`config.mk`:
```
export PLATFORM = sky130hd
export DESIGN_NAME = div16x8_seq
export DESIGN_NICKNAME = d
export VERILOG_FILES = /design/src/rtl/div16x8_seq.sv
export SDC_FILE = /design/constraint.sdc
export NUM_CORES = 1
export LEC_CHECK = 0
export ABC_AREA = 1
export CAP_MARGIN = 0
export CORE_UTILIZATION = 45
export CTS_CLUSTER_DIAMETER = 30
export CTS_CLUSTER_SIZE = 20
export DETAILED_ROUTE_END_ITERATION = 7
export PLACE_DENSITY = 0.83
export SYNTH_ARGS = -nofsm -noshare
export SYNTH_HDL_FRONTEND = slang
export SYNTH_SLANG_ARGS = --single-unit
```
`constraint.sdc`:
```
create_clock -name clk -period 2.4 [get_ports clk]
set_input_delay 0.48 -clock clk [delete_from_list [all_inputs] [get_ports clk]]
set_output_delay 0.48 -clock clk [all_outputs]
set_load 0.01 [all_outputs]
```
`src/rtl/div16x8_seq.sv`:
```
// Sequential unsigned restoring divider, NW-bit dividend by DW-bit divisor.
// Produces one quotient bit per cycle and uses valid/ready handshakes on both sides.
module div16x8_seq #(
  parameter int NW = 16,
  parameter int DW = 8
) (
  input  logic          clk,
  input  logic          rst_n,
  input  logic          in_valid,
  output logic          in_ready,
  input  logic [NW-1:0] n,
  input  logic [DW-1:0] d,
  output logic          out_valid,
  input  logic          out_ready,
  output logic [NW-1:0] q,
  output logic [DW-1:0] rem,
  output logic          dz
);

  // state | meaning
  // IDLE  | waiting for operands, in_ready high
  // BUSY  | one restoring step per cycle, NW steps in total
  // DONE  | result held, out_valid high until out_ready
  typedef enum logic [1:0] {IDLE, BUSY, DONE} state_t;

  localparam int CW = $clog2(NW + 1);

  state_t          state, state_nxt;
  logic [DW-1:0]   dreg;
  logic [NW-1:0]   qs;
  logic [DW:0]     pr;
  logic [CW-1:0]   cnt;
  logic            dz_r;
  logic [DW+1:0]   trial;
  logic            accept;
  logic            last_step;

  assign accept    = in_valid && (state == IDLE);
  assign last_step = (cnt == CW'(NW - 1));
  // One extra bit on top so the borrow shows up as the sign of the trial difference
  assign trial     = {pr, qs[NW-1]} - {2'b00, dreg};

  always_ff @(posedge clk or negedge rst_n) begin
    if (!rst_n) state <= IDLE;
    else        state <= state_nxt;
  end

  always_comb begin
    state_nxt = state;
    case (state)
      IDLE:    if (accept) state_nxt = (d == '0) ? DONE : BUSY;
      BUSY:    if (last_step) state_nxt = DONE;
      DONE:    if (out_ready) state_nxt = IDLE;
      default: state_nxt = IDLE;
    endcase
  end

  always_ff @(posedge clk or negedge rst_n) begin
    if (!rst_n) begin
      dreg <= '0;
      qs   <= '0;
      pr   <= '0;
      cnt  <= '0;
      dz_r <= 1'b0;
    end else if (accept) begin
      dreg <= d;
      pr   <= '0;
      cnt  <= '0;
      if (d == '0) begin
        qs   <= '1;
        dz_r <= 1'b1;
      end else begin
        qs   <= n;
        dz_r <= 1'b0;
      end
    end else if (state == BUSY) begin
      if (!trial[DW+1]) begin
        pr <= trial[DW:0];
        qs <= {qs[NW-2:0], 1'b1};
      end else begin
        pr <= {pr[DW-1:0], qs[NW-1]};
        qs <= {qs[NW-2:0], 1'b0};
      end
      cnt <= cnt + CW'(1);
    end
  end

  assign in_ready  = (state == IDLE);
  assign out_valid = (state == DONE);
  assign q         = qs;
  assign rem       = pr[DW-1:0];
  assign dz        = dz_r;

endmodule
```
==> flow_metrics.env, run 1 <==
export IMPL_cp_num_cells=4
export IMPL_cts_hold_buf=0
export IMPL_postCtsSetupRepairBufs=0
export IMPL_grt_overflow=0
export IMPL_yosysSeqAreaShare=0.396
export IMPL_numClockSinks=41
export IMPL_area_delta_synth_final_pct=25.6
export IMPL_antenna_found_initial=0
export IMPL_worst_setup_path_start_kind="register"
export IMPL_use_met3=0.0553
export IMPL_fin_skew_ns=0.00619
export IMPL_status="finished, final reports clean"
export IMPL_ys_warn_count=0
export IMPL_top_usage_layer="met2"
export IMPL_grt_use_met1=0.279
export IMPL_synth_top_cell_area_share=0.396
export IMPL_grt_max_degree=31
export IMPL_cpPeakStageDelay_ns=0.53
export IMPL_nNetsFinal=425
export IMPL_crit_fanout=3
export IMPL_path_buf_inv=3
export IMPL_min_period_over_period=0.827
export IMPL_routabilityCongestion=0.840
export IMPL_die_y_microns=77.9
export IMPL_r2r_start="pr[2]$_DFFE_PN0P_"
export IMPL_drv_cap=0
export IMPL_endpoint_kind="output port"
export IMPL_ant_nets=0
export IMPL_cts_htree_levels=2
export IMPL_die_x_microns=77.9
export IMPL_final_util=0.588
export IMPL_hold_viol=0
export IMPL_r2r_cells=11
export IMPL_crit_chain="inv_1, nand2_1, inv_1, clkdlybuf4s50_1"
export IMPL_routed_via_density=5.14
export IMPL_ir_drop_mv=0.776
export IMPL_clock_path_buffers=2
export IMPL_worstPathArrival_ns=1.50
export IMPL_grt_pass1_vias=2234
export IMPL_worst_pin_slew_ns=0.419
export IMPL_track_usage=0.213
export IMPL_wl_microns=5900
export IMPL_postSynthAreaPerCell_sq_um=7.67
export IMPL_start_util=0.468
export IMPL_boundaryPins=55
export IMPL_clock_root_buffer="clkbuf_8"
export IMPL_drt_iter0_drc=150
export IMPL_tritoncts="built"
export IMPL_synthMostInstantiatedCell="nand2_1"
export IMPL_tns_ns=0
export IMPL_synth_cells=338
export IMPL_finalSetupViolCount=0
export IMPL_use_met2=0.347
export IMPL_period_needed_ns=1.98
export IMPL_dp_slack_ns=0.360
export IMPL_critPathTopFamily="buffers and inverters"
export IMPL_diodes=0
export IMPL_yosys_area_top_type="dfrtp_1"
export IMPL_rr_endpoint="pr[6]$_DFFE_PN0P_"
export IMPL_synth_edff_count=0
export IMPL_fillerInstances=524
export IMPL_syn_area_sq_um=2590
export IMPL_numCtsBuffers=5
export IMPL_cts_resized=0
export IMPL_endpoint="out_valid"
export IMPL_synthesis_nets=377
export IMPL_cp_slowest_cell="clkdlybuf4s50_1"
export IMPL_drive_above_1_share=0.103
export IMPL_dieArea_sq_um=6070
export IMPL_critPathKind="register to output port"
export IMPL_finalMaxSlewViolations=0
export IMPL_required_ns=1.92
export IMPL_firstDrtPassIters=4
export IMPL_clk_pin_slew_ns=0.08
export IMPL_num_vias=2359
export IMPL_grt_pass1_wl_microns=10200
export IMPL_hpwlAfterDp_microns=4520
export IMPL_synth_cell_types=36
export IMPL_ff2ff_setup_slack_ns=0.42
export IMPL_fmax_ghz=0.504
export IMPL_synthArstFlopShare=1.00
export IMPL_placement_io_buffers=54
export IMPL_rsz0062_at_grt="false"
export IMPL_fin_cells=459
export IMPL_crit_top_cell="inv_1"
export IMPL_clk_latency_ns=0.30
export IMPL_slew_headroom=0.720
export IMPL_synth_main_ff_cell="dfrtp_1"
export IMPL_placed_cells=451
export IMPL_p_per_area_nw_per_um2=1620
export IMPL_leakage_nw=1.63
export IMPL_yosys_top_cells_area="dfrtp_1 (40%), nand2_1 (10%), o21ai_0 (9.8%)"
export IMPL_drc=0
export IMPL_num_rows=27
export IMPL_core_area_sq_um=5540
export IMPL_setup_ws_ns=0.416
export IMPL_synth_seq_cells=41
export IMPL_worstHoldPathType="input pin to asynchronous set/reset pin"
export IMPL_synthTopCellsByCount="nand2_1 (72), inv_1 (61), o21ai_0 (51)"
export IMPL_avgRoutedWirePerCell_microns=12.9
export IMPL_cp_startpoint="state[0]$_DFFE_PN0P_"
==> where the power goes <==
group	internal (mW)	switching, mW
logic	1.37	2.03
registers	1.04	0.264
clock network	0.338	0.247
==> through the flow <==
stage / hold WS (ns) / area [sq um] / power (mW)
after CTS: 0.0936 / 3260 / 5.29
after floorplan: 0.184 / 2590 / 3.74
after global placement: 0.406 / 3140 / 4.57
final: 0.0838 / 3260 / 5.29
after detailed placement: 0.418 / 3140 / 4.68
after global routing: 0.104 / 3260 / 5.80
==> flip-flops by register name, indices dropped and copies added, names as in the netlist <==
| name | cells |
|---|---|
| dz | 1 |
| state | 2 |
| dreg | 8 |
| pr | 9 |
| cnt | 5 |
| q | 16 |
==> layer usage <==
layer | up-vias | part of all wire | wire length [microns]
met3 | 8 | 0.062 | 366
met1 | 1122 | 0.45 | 2680
met2 | 68 | 0.47 | 2770
li1 | 1161 | - | -
met4 | 0 | 0.014 | 83
met5 | - | 0 | 0
==> cell type report <==
| type | count | area (sq um) | share of cell area |
|---|---|---|---|
| multi-input combinational | 216 | 1220 | 0.374 |
| sequential | 41 | 1030 | 0.315 |
| timing repair buffer | 57 | 558 | 0.171 |
| inverter | 65 | 246 | 0.0757 |
| tap | 72 | 90.1 | 0.0276 |
| clock buffer | 6 | 82.6 | 0.0253 |
| clock inverter | 2 | 37.5 | 0.0115 |
==> worst register-to-register path: cells and delay by family (launching register included) <==
kind | cells | cell delay, ns
buffers and inverters | 1 | 0.07
AND/OR/NAND/NOR | 9 | 0.98
adder cells (fa/ha/maj) | 1 | 0.38
flip-flops | 1 | 0.44
==> kinds of logic after synthesis <==
logic type,synth area share
compound gates,0.137
xor+xnor,0.0101
fa+ha+maj,0.0560
buf+inv,0.135
flops,0.396
simple gates,0.267
==> worst min path at each step <==
| stage | endpoint | slack (ns) | cells after the start |
|---|---|---|---|
| final | q[11]$_DFFE_PN0P_ | 0.08 | 1 |
| after global routing | q[12]$_DFFE_PN0P_ | 0.10 | 1 |
| after global placement | q[11]$_DFFE_PN0P_ | 0.41 | 1 |
| after detailed placement | q[11]$_DFFE_PN0P_ | 0.42 | 1 |
| after floorplan | cnt[0]$_DFFE_PN0P_ | 0.18 | 0 |
| after CTS | q[11]$_DFFE_PN0P_ | 0.09 | 1 |
==> cells in the final DEF, fill, tap and decap left out, drive strengths merged <==
master / instances
xor2: 2
ha: 10
nand3b: 2
nand4: 6
nor2: 13
nand3: 28
o21a: 1
o31ai: 1
nand2: 85
or2: 2
clkdlybuf4s50: 53
clkinvlp: 1
xnor2: 1
clkinv: 1
o21ai: 57
fa: 1
o22ai: 3
dfrtp: 41
clkbuf: 6
inv: 64
bufinv: 1
a21oi: 4
buf: 4
Note: power is estimated with default switching activity, not from simulation.
==> run 2: changes to the inputs <==
- clock period: 2.4 -> 1.9 ns (I/O delays scaled with it)
==> run 2 against run 1 <==
  * Clock power rose by 27%
  * Sequential cell count did not move
  * Total power rose by 41%
  * Setup slack got worse by 0.33 ns
  * Critical path depth fell by 2
  * Combinational power rose by 48%
  * Final cell count rose by 4.4%
  * Worst hold slack got worse by 0.037 ns
  * Design area rose by 7.9%
  * Sequential share of layout area fell by 2.2 points
  * Non-clock buffer count rose by 20
  * Critical endpoint is now in_ready
  * Largest cell class unchanged
==> flow_metrics.env, run 2 (synthesis results as in run 1) <==
export IMPL_status="finished, final reports clean"
export IMPL_grt_pass1_vias=2430
export IMPL_rr_endpoint="pr[8]$_DFFE_PN0P_"
export IMPL_layout_common_cells="nand2_1 (69), inv_1 (55), clkdlybuf4s50_1 (52), o21ai_0 (51), dfrtp_1 (39)"
export IMPL_fillerInstances=463
export IMPL_crit_fanout=5
export IMPL_routabilityCongestion=0.893
export IMPL_finalMaxSlewViolations=0
export IMPL_grt_pass1_wl_microns=10800
export IMPL_drc=0
export IMPL_critPathTopFamily="buffers and inverters"
export IMPL_slew_headroom=0.654
export IMPL_numCtsBuffers=5
export IMPL_period_needed_ns=1.81
export IMPL_diodes=0
export IMPL_timing_hold_ws_ns=0.0465
export IMPL_fin_skew_ns=0.00461
export IMPL_track_usage=0.227
export IMPL_endpoint_kind="output port"
export IMPL_start_util=0.468
export IMPL_avgRoutedWirePerCell_microns=13.6
export IMPL_boundaryPins=55
export IMPL_die_y_microns=77.9
export IMPL_ir_drop_mv=0.976
export IMPL_clk_latency_ns=0.30
export IMPL_clock_path_buffers=2
export IMPL_cp_slowest_cell="clkdlybuf4s50_1"
export IMPL_comb_power_share=0.678
export IMPL_p_total_mw=7.44
export IMPL_p_seq_frac=0.222
export IMPL_p_int_mw=3.99
export IMPL_placement_io_buffers=54
export IMPL_clk_pin_slew_ns=0.08
export IMPL_tns_ns=0
export IMPL_crit_chain="nor2_4, clkdlybuf4s50_1"
export IMPL_final_area_sq_um=3520
export IMPL_worst_pin_slew_ns=0.518
export IMPL_drive_above_1_share=0.192
export IMPL_place_area_sq_um=3310
export IMPL_routed_via_density=5.16
export IMPL_critPathKind="register to output port"
export IMPL_path_buf_inv=1
export IMPL_hpwlAfterDp_microns=4730
export IMPL_tritoncts="built"
export IMPL_cts_htree_levels=2
export IMPL_hold_viol=0
export IMPL_antenna_found_initial=0
export IMPL_multi_input_area_sq_um=1300
export IMPL_ant_nets=0
export IMPL_clock_root_buffer="clkbuf_8"
export IMPL_leakage_nw=1.75
export IMPL_min_period_over_period=0.954
export IMPL_nNetsFinal=445
export IMPL_wl_microns=6500
export IMPL_worstPathArrival_ns=1.43
export IMPL_grt_overflow=0
export IMPL_postCtsSetupRepairBufs=0
export IMPL_mostFrequentLayoutCell="nand2_1"
export IMPL_required_ns=1.52
export IMPL_numClockSinks=41
export IMPL_regArea_sq_um=1030
export IMPL_die_x_microns=77.9
export IMPL_ff2ff_setup_slack_ns=0.10
export IMPL_dieArea_sq_um=6070
export IMPL_num_vias=2471
export IMPL_finalSetupViolCount=0
export IMPL_core_area_sq_um=5540
export IMPL_grt_max_degree=31
export IMPL_worst_setup_path_start_kind="register"
export IMPL_area_delta_synth_final_pct=35.6
export IMPL_p_sw_mw=3.45
export IMPL_r2r_start="dreg[0]$_DFFE_PN0P_"
export IMPL_firstDrtPassIters=4
export IMPL_r2r_cells=12
export IMPL_fmax_ghz=0.552
export IMPL_switching_share=0.463
export IMPL_drv_cap=0
export IMPL_num_rows=27
export IMPL_final_util=0.635
export IMPL_power_frac_clock=0.100
export IMPL_drt_iter0_drc=197
export IMPL_p_per_area_nw_per_um2=2120
export IMPL_worstHoldPathType="input pin to asynchronous set/reset pin"
export IMPL_largest_reg_flops=16
export IMPL_cpPeakStageDelay_ns=0.55
[run 2: cell count changes in the layout (fill, tap and decap cells not counted), moves of 3 or more]
cell and change:
ha_1 -5, ha_4 +5, inv_2 +6, buf_4 +18, nand2_1 -3, inv_1 -6, nand2_2 +3
[run 2: worst max-delay path by stage]
| stage | slack, ns | end | startpoint | cells past startpoint |
|---|---|---|---|---|
| after floorplan | 0.17 | pr[8]$_DFFE_PN0P_ | q[15]$_DFFE_PN0P_ | 13 |
| after detailed placement | 0.06 | pr[8]$_DFFE_PN0P_ | q[15]$_DFFE_PN0P_ | 13 |
| after global routing | -0.0003 | pr[0]$_DFFE_PN0P_ | dreg[7]$_DFFE_PN0P_ | 11 |
| after global placement | 0.09 | q[0]$_DFFE_PN0P_ | in_valid | 7 |
| final | 0.09 | in_ready | state[1]$_DFFE_PN0P_ | 2 |
| after CTS | 0.02 | out_valid | state[1]$_DFFE_PN0P_ | 3 |
[run 2: area by class of cell]
| class | count | share of cell area |
|---|---|---|
| tap | 72 | 0.0256 |
| clock inverter | 1 | 0.00854 |
| clock buffer | 7 | 0.0246 |
| inverter | 65 | 0.0701 |
| sequential | 41 | 0.293 |
| timing repair buffer | 77 | 0.209 |
| multi-input combinational | 216 | 0.369 |
[run 2: timing repair]
action                                  in CTS  in global routing
pin swaps                                    0                  3
cloned                                       0                  0
gates resized for setup                      1                 20
endpoints found under the setup margin       1                 11
hold buffers                                 0                  0
[run 2: layer usage]
metal	track usage	share of wire
met1	0.291	0.43
met2	0.373	0.48
met3	0.0518	0.067
met4	0.0833	0.021
met5	0	0
[run 2: power by group through the flow]
stage / Clock, mW / Combinational [mW] / Sequential (mW)
after CTS: 0.745 / 4.77 / 1.61
final: 0.745 / 5.04 / 1.65
after global routing: 0.783 / 5.60 / 1.70
after floorplan: 0 / 3.06 / 1.67
after global placement: 0 / 4.58 / 1.61
after detailed placement: 0 / 4.75 / 1.61
[run 2: per-stage QoR]
step	worst slack [ns]	cells
after global placement	0.0948	471
final	0.0883	479
after global routing	-0.000265	479
after floorplan	0.166	338
after detailed placement	0.0580	471
after CTS	0.0242	479
==> run 3: changes to the inputs <==
- SLEW_MARGIN: not set -> 20
==> results of run 3 <==
No change in the layout: final DEF, timing and power equal those of run 2.
